**src/rtl/io_uart_drain.sv**
```systemverilog
`default_nettype none
// ============================================================================
// Module      : io_uart_drain
// Description : Drains the core's IO output byte buffer through the
//               io_buffer_size_avai / io_output_en / io_output_data handshake
//               and serialises each byte onto an 8N1 (or 8N2) UART TX line.
//               One byte is popped per frame. The head byte is captured in the
//               same cycle as the pop strobe.
// Optional    : `define IO_UART_PARITY_EN adds an even-parity bit between the
//               data bits and the stop bit(s).
// Revision    : 1.0 - initial release
// ----------------------------------------------------------------------------
// Parameters
//   CLKS_PER_BIT        clock cycles per UART bit, 2..65535
//   STOP_BITS           number of stop bits, 1 or 2
// Ports
//   clk                 in   system clock, rising edge
//   reset               in   asynchronous reset, active low
//   tx_enable           in   permit popping new bytes (sampled in IDLE only)
//   io_buffer_size_avai in   bytes currently held in the core's IO buffer
//   io_output_data      in   head byte of the core's IO buffer
//   io_output_en        out  one-cycle pop strobe to the core
//   uart_tx             out  serial line, idle high
//   busy                out  high in any state other than IDLE
//   drained             out  IDLE and buffer empty (combinational)
//   bytes_sent          out  completed frame count, wraps
// ============================================================================
module io_uart_drain #(
  parameter int CLKS_PER_BIT = 868,
  parameter int STOP_BITS    = 1
) (
  input  logic        clk,
  input  logic        reset,
  input  logic        tx_enable,
  input  logic [31:0] io_buffer_size_avai,
  input  logic [7:0]  io_output_data,
  output logic        io_output_en,
  output logic        uart_tx,
  output logic        busy,
  output logic        drained,
  output logic [31:0] bytes_sent
);

  localparam int               BAUD_W    = $clog2(CLKS_PER_BIT);
  localparam logic [BAUD_W-1:0] BAUD_LAST = BAUD_W'(CLKS_PER_BIT - 1);
  localparam logic [BAUD_W-1:0] BAUD_ONE  = BAUD_W'(1);
  localparam logic [2:0]       STOP_LAST = 3'(STOP_BITS - 1);

  typedef enum logic [2:0] {
    IDLE   = 3'd0,
    POP    = 3'd1,
    START  = 3'd2,
    DATA   = 3'd3,
    PARITY = 3'd4,
    STOP   = 3'd5
  } state_t;

  state_t            state;
  logic [BAUD_W-1:0] baud_cnt;
  logic [2:0]        bit_cnt;   // data bit index in DATA, stop bit index in STOP
  logic [7:0]        shift_reg;
`ifdef IO_UART_PARITY_EN
  logic              parity_bit;
`endif

  logic baud_end;
  logic start_ok;

  assign baud_end = (baud_cnt == BAUD_LAST);
  assign start_ok = tx_enable && (io_buffer_size_avai != 32'd0);

  // The buffer count is only meaningful while idle; mid-frame it is ignored.
  assign drained  = (state == IDLE) && (io_buffer_size_avai == 32'd0);

  // uart_tx is registered: every transition loads the level the next state
  // drives, so the line changes on the same edge as the state.
  always_ff @(posedge clk or negedge reset) begin
    if (!reset) begin
      state        <= IDLE;
      uart_tx      <= 1'b1;
      io_output_en <= 1'b0;
      busy         <= 1'b0;
      bytes_sent   <= 32'd0;
      baud_cnt     <= '0;
      bit_cnt      <= 3'd0;
      shift_reg    <= 8'd0;
`ifdef IO_UART_PARITY_EN
      parity_bit   <= 1'b0;
`endif
    end else begin
      case (state)
        IDLE: begin
          uart_tx      <= 1'b1;
          io_output_en <= 1'b0;
          if (start_ok) begin
            state        <= POP;
            io_output_en <= 1'b1;
            busy         <= 1'b1;
          end
        end

        // Single cycle: strobe is high, head byte is captured at its end and
        // the core drops the byte on the same edge.
        POP: begin
          io_output_en <= 1'b0;
          shift_reg    <= io_output_data;
`ifdef IO_UART_PARITY_EN
          parity_bit   <= ^io_output_data;
`endif
          state        <= START;
          uart_tx      <= 1'b0;
          baud_cnt     <= '0;
          bit_cnt      <= 3'd0;
        end

        START: begin
          if (baud_end) begin
            baud_cnt  <= '0;
            bit_cnt   <= 3'd0;
            state     <= DATA;
            uart_tx   <= shift_reg[0];
            shift_reg <= {1'b0, shift_reg[7:1]};
          end else begin
            baud_cnt <= baud_cnt + BAUD_ONE;
          end
        end

        DATA: begin
          if (baud_end) begin
            baud_cnt <= '0;
            if (bit_cnt == 3'd7) begin
              bit_cnt <= 3'd0;
`ifdef IO_UART_PARITY_EN
              state   <= PARITY;
              uart_tx <= parity_bit;
`else
              state   <= STOP;
              uart_tx <= 1'b1;
`endif
            end else begin
              bit_cnt   <= bit_cnt + 3'd1;
              uart_tx   <= shift_reg[0];
              shift_reg <= {1'b0, shift_reg[7:1]};
            end
          end else begin
            baud_cnt <= baud_cnt + BAUD_ONE;
          end
        end

`ifdef IO_UART_PARITY_EN
        PARITY: begin
          if (baud_end) begin
            baud_cnt <= '0;
            bit_cnt  <= 3'd0;
            state    <= STOP;
            uart_tx  <= 1'b1;
          end else begin
            baud_cnt <= baud_cnt + BAUD_ONE;
          end
        end
`endif

        // bit_cnt counts stop bits so STOP_BITS=2 simply repeats the period.
        STOP: begin
          uart_tx <= 1'b1;
          if (baud_end) begin
            baud_cnt <= '0;
            if (bit_cnt == STOP_LAST) begin
              bit_cnt    <= 3'd0;
              state      <= IDLE;
              busy       <= 1'b0;
              bytes_sent <= bytes_sent + 32'd1;
            end else begin
              bit_cnt <= bit_cnt + 3'd1;
            end
          end else begin
            baud_cnt <= baud_cnt + BAUD_ONE;
          end
        end

        default: begin
          state        <= IDLE;
          uart_tx      <= 1'b1;
          io_output_en <= 1'b0;
          busy         <= 1'b0;
          baud_cnt     <= '0;
          bit_cnt      <= 3'd0;
        end
      endcase
    end
  end

endmodule
`default_nettype wire

```
**config.mk**
```make
export PLATFORM = sky130hd
export DESIGN_NAME = io_uart_drain
export DESIGN_NICKNAME = d
export VERILOG_FILES = /design/src/rtl/io_uart_drain.sv
export SDC_FILE = /design/constraint.sdc
export NUM_CORES = 1
export LEC_CHECK = 0
export BUFFER_PORTS_ARGS = -buffer_cell sky130_fd_sc_hd__buf_4
export CORE_MARGIN = 2
export CORE_UTILIZATION = 43
export DETAILED_ROUTE_END_ITERATION = 16
export GPL_TIMING_DRIVEN = 1
export PLACE_DENSITY = 0.67
export SKIP_LAST_GASP = 1
export SYNTH_ARGS = -nofsm -noshare
export SYNTH_HDL_FRONTEND = slang
export SYNTH_SLANG_ARGS = --single-unit
```
**constraint.sdc**
```tcl
create_clock -name clk -period 2.52 [get_ports clk]
set_input_delay 0.252 -clock clk [delete_from_list [all_inputs] [get_ports clk]]
set_output_delay 0.252 -clock clk [all_outputs]
set_load 0.02 [all_outputs]
```
Yosys cells after proc, flatten, opt, wreduce, memory -nomap -nowiden:

Cells that the tools add are included.

* bits in registers: 59
* input port bits: 43
* output and inout port bits: 36

* add/subtract/negate cells: 3
* equality and inequality tests: 13
* multiplexer cells: 29
* bitwise gates (word level): 2
* reductions and logical operators: 15

Operator list (number)
* 3-bit 2-to-1 mux: 11
* 32-bit by 1-bit adder with 32-bit output (second input constant): 1
* 32-bit zero test: 1
* 32-bit nonzero test: 1
* 8-bit 2-to-1 mux: 3
* 8-bit one-hot mux with 3 select lines: 1
* 10-bit one-hot mux with 2 select lines: 1
* 3-bit one-hot mux with 5 select lines: 1
* 2-bit inequality test (second input constant): 7
* 3-bit one-hot mux with 4 select lines: 1
* 4-bit AND reduction: 3
* 10-bit by 1-bit adder with 10-bit output (second input constant): 1
* 10-bit == test (second input constant): 1
* 10-bit 2-to-1 mux: 1
* 1-bit 2-to-1 mux: 7
* 3-bit by 2-bit == test with 1-bit output (second input constant): 2
* 3-bit == test (second input constant): 2
* 3-bit zero test: 2
* 1-bit one-hot mux with 3 select lines: 2
* 6-bit AND reduction: 1
* 3-bit OR reduction: 2
* 3-bit by 1-bit adder with 3-bit output (second input constant): 1
* 3-bit by 1-bit == test with 1-bit output (second input constant): 1
* 3-bit AND reduction: 1
* other kinds (5): 7

Longest topological paths before layout:

* word-level depth: 4
* depth in mapped cells: 8
* mapped depth without buffers: 7

Worst setup path after synthesis:

No wires, ideal clock.

* path type: reg2reg
* from: reg bytes_sent[6]
* to: reg bytes_sent[17]
* library setup time: 130 ps
* arrival time: 1725 ps
* data required time: 2390 ps
* path slack: 665 ps
* stages on the path, launching flop included: 6
* buffers on the path: 0
* clock period less this slack: 1855 ps
* path through: dfrtp_1 nand3_2 or3_4 nor4_4 nand4_1 xnor2_1

* word-level cells in the longest chain between the ends: 1

RTL lines
* start: declaration: RTL line 41 `output logic [31:0] bytes_sent`
* start signal: assignment: RTL line 172 `bytes_sent <= bytes_sent + 32'd1;`
* 32-bit by 1-bit adder with 32-bit output: RTL line 172

Every way passes these cells.
A chain may end at the register's enable or synchronous reset.

Final worst setup path:

* from: reg baud_cnt[0]
* to: reg bytes_sent[10]

* word-level cells in the longest chain between the ends: 2

RTL lines
* start: declaration: RTL line 59 `logic [BAUD_W-1:0] baud_cnt;`
* start signal: assignment: RTL line 124 `baud_cnt <= baud_cnt + BAUD_ONE;`
* start signal: assignment: RTL line 146 `baud_cnt <= baud_cnt + BAUD_ONE;`
* start signal: assignment: RTL line 177 `baud_cnt <= baud_cnt + BAUD_ONE;`
* 10-bit == test: RTL line 69 `assign baud_end = (baud_cnt == BAUD_LAST);`
* 3-bit AND reduction (no source line)

Every way passes these cells.

==> results.cfg <==
[layout]
layout.nets = 421
area_delta_synth_final_pct = 29.54
share_of_cells_above_drive_strength_1_pct = 28.84
final_cells = 458
number_of_antenna_cells_inserted = 0
fill_cells = 603
largest_reg_flops = 32

[power]
switchingPower_mw = 0.4223
clock_network_fraction_of_design_power_pct = 45.7
power.static_leakage_nw = 1.835
combinationalPowerShare_pct = 4.1
vdd_ir_drop_max_mv = 0.3315
power_per_cell_area_nw_per_um2 = 495.5
power_frac_seq_pct = 50.2
cellInternalPower_mw = 1.483
switching_share_pct = 22.16

[yosys]
mappedNetlistArea_um2 = 2969
number_of_flops_mapped_to_enable_cells_by_yosys = 0
synthFlopType = dfrtp_1
synthTopCellsByArea = dfrtp_1 (49%), xnor2_1 (6.8%), nand2_1 (3.9%)
yosysWarnings = 0
syn_area_per_cell_um2 = 10.35
synth.yosys.seq_area_share_pct = 49.77
postSynthCellCount = 287
synth-async-reset-ratio_pct = 100.0
synth_seq_cells = 59
synthDominantAreaCellType = dfrtp_1
most_numerous_cell_in_the_yosys_netlist = dfrtp_1
synthDominantCellAreaShare_pct = 48.88
netlist_top_cells_count = dfrtp_1 (58), nand2_1 (31), xnor2_1 (23)
synth_cell_type_count = 46
syn-num-nets = 335

[clock_tree]
clock_tree.buffer_depth = 2
clock_sinks = 59
tritoncts.num_buffers = 9
cts-resized-gates = 0
insertion_delay_ns = 0.34
clk_root_buffer_cell = clkbuf_8
cts_max_level = 3
worst_setup_hold_path_clk_slew_ns = 0.07
cts_hold_buf = 1
tritoncts = done
postCtsSetupBuffers = 0

[floorplanning]
design.die.area_um2 = 7586
io_pins = 79
starting_density_pct = 44.19
die-width_um = 87.10
floorplan.die.height_um = 87.10
floorplan.core_area_um2 = 6719
std_cell_rows = 30

[place]
final_estimated_routing_congestion_in_global_placement = 0.7854
dp_hpwl_mm = 4.720
dp.cells = 441
io_buffer_count = 78

[global_routing]
maximum_number_of_pins_on_one_net_before_global_route_repair = 60
gr-total-overflow = 0
grt_pass1_wl_mm = 11.14
number_of_antenna_violations_at_the_first_check_in_global_routing = 0
gr-usage-all-layers_pct = 18.64
via_count_of_the_first_global_routing_pass = 2433

[detailed_routing]
avgRoutedWirePerCell_um = 14.05
detail_route.iter0.violations = 121
tritonroute_pass_1_iters = 4
route.antenna.remaining_nets = 0
post_detailed_route_via_to_cell_ratio = 5.382
drt_wl_total_mm = 6.433
num_vias = 2465
number_of_drc_violations_after_detailed_routing = 0

[timing]
final.min_clock_period_ns = 2.099
rsz_0062_raised_after_global_routing = no
finClkSkew_ns = 0.01030
maxSlewViolCount = 0
achievable-frequency_mhz = 476.4
layout_worst_path_cycle_share_pct = 83.30
setup_tns_ns = 0
finalHoldViolations = 0
setup-violations-final = 0
timing.slew.headroom_pct = 50.88
max_slew.worst_pin.slew_ns = 0.7368

[setup_path]
timing.critical_path.to_type = register
cpMaxStageDelayCell = dfrtp_1
worst-endpoint-arrival_ns = 2.36
crit_buf_inv = 0
path_class = register to register
timing.critical_path.slowest_cell_delay_ns = 0.37
timing.reg2reg.setup_slack_ns = 0.42
critical-path-top-delay-family = simple AND/OR/NAND/NOR gates
worst_path_cell_trace = ha_1 -> and4bb_2 -> and4_1 -> nand3_1 -> nor3_1 -> xor2_1
worstPathRequired_ns = 2.78
startpoint_type = register
cp_max_fanout = 7

[flow_run]
maxCapViolCount = 0

[worst_hold_path]
hold_path_class = input pin to register

[outcome]
run_status = finished, final reports clean
cell usage in the layout, fill, tap and decap left out, types with 8 or more instances in the layout:
cell / n
nand4_1: 16
dfrtp_1: 58
nor4_1: 9
nor2_1: 21
xor2_1: 13
nand2_1: 31
nor3_1: 9
clkbuf_8: 10
o21ai_0: 15
buf_4: 80
mux2i_1: 8
nand3_1: 17
xnor2_1: 23
power by group through the flow:
stage          registers (mW)  clock network (mW)  logic (mW)
4_1_cts                 0.957               0.899      0.0810
2_1_floorplan           0.974                   0     0.00948
5_1_grt                 0.957               0.942      0.0885
3_3_place_gp            0.975                   0      0.0782
3_5_place_dp            0.975                   0      0.0794
6_report                0.957               0.870      0.0784
layout make-up:
type                    count  area, um2  area share (%)
clock inverters             6      65.06           1.692
inverters                   4      15.01          0.3904
clock buffers              10      137.6           3.578
flip-flops and latches     59       1478           38.42
well taps                  80      100.1           2.602
multi-input cells         218       1440           37.44
repair buffers             81      610.6           15.88
through the flow:
step | hold slack (ns) | utilization (%) | setup WS (ns) | cell area (um2) | power, mW
after floorplan | -0.04359 | - | 0.6650 | 2969 | 0.9834
after global placement | 0.3726 | 54.08 | 0.4876 | 3633 | 1.053
after detailed placement | 0.3685 | 54.08 | 0.4193 | 3633 | 1.054
after CTS | 0.1586 | 57.24 | 0.4073 | 3846 | 1.937
after global routing | 0.1558 | 57.24 | 0.2164 | 3846 | 1.987
final | 0.1714 | 57.24 | 0.4208 | 3846 | 1.906
logic make-up after synthesis:
kind of cell               synth area share, %
AOI/OAI and AO/OA                        6.616
adders and majority gates                2.107
buffers and inverters                    1.728
xor gates and xnor gates                 10.62
DFF                                      49.77
muxes                                    3.076
and+or+nand+nor                          26.09
worst register-to-register path, stage by stage (launching register included):
cell and delay, ns:
dfrtp_1 0.37, ha_1 0.23, and4bb_2 0.33, and4_1 0.33
nand3_1 0.31, nor3_1 0.28, xor2_1 0.17
per-layer routing:
| layer | vias to the layer above | GRT usage, % | share of wire, % |
|---|---|---|---|
| met3 | 6 | 6.635 | 5.4 |
| met4 | 0 | 6.014 | 1.1 |
| met5 | - | 0 | 0 |
| li1 | 1205 | - | - |
| met2 | 61 | 29.77 | 47 |
| met1 | 1193 | 23.69 | 46 |
path summary, 6_finish.rpt:
| kind | startpoint | to | depth (start not counted) |
|---|---|---|---|
| worst max-delay path | baud_cnt[0] | bytes_sent[10] | 6 |
| worst min-delay path | io_output_data[7] | shift_reg[7] | 2 |
| worst max register to register | baud_cnt[0] | bytes_sent[10] | 6 |
| worst min register to register | bytes_sent[31] | bytes_sent[31] | 1 |
| max in group asynchronous | reset | io_output_en | 2 |
| min in group asynchronous | reset | bytes_sent[2] | 2 |
Power figures use the tool's default switching activity.
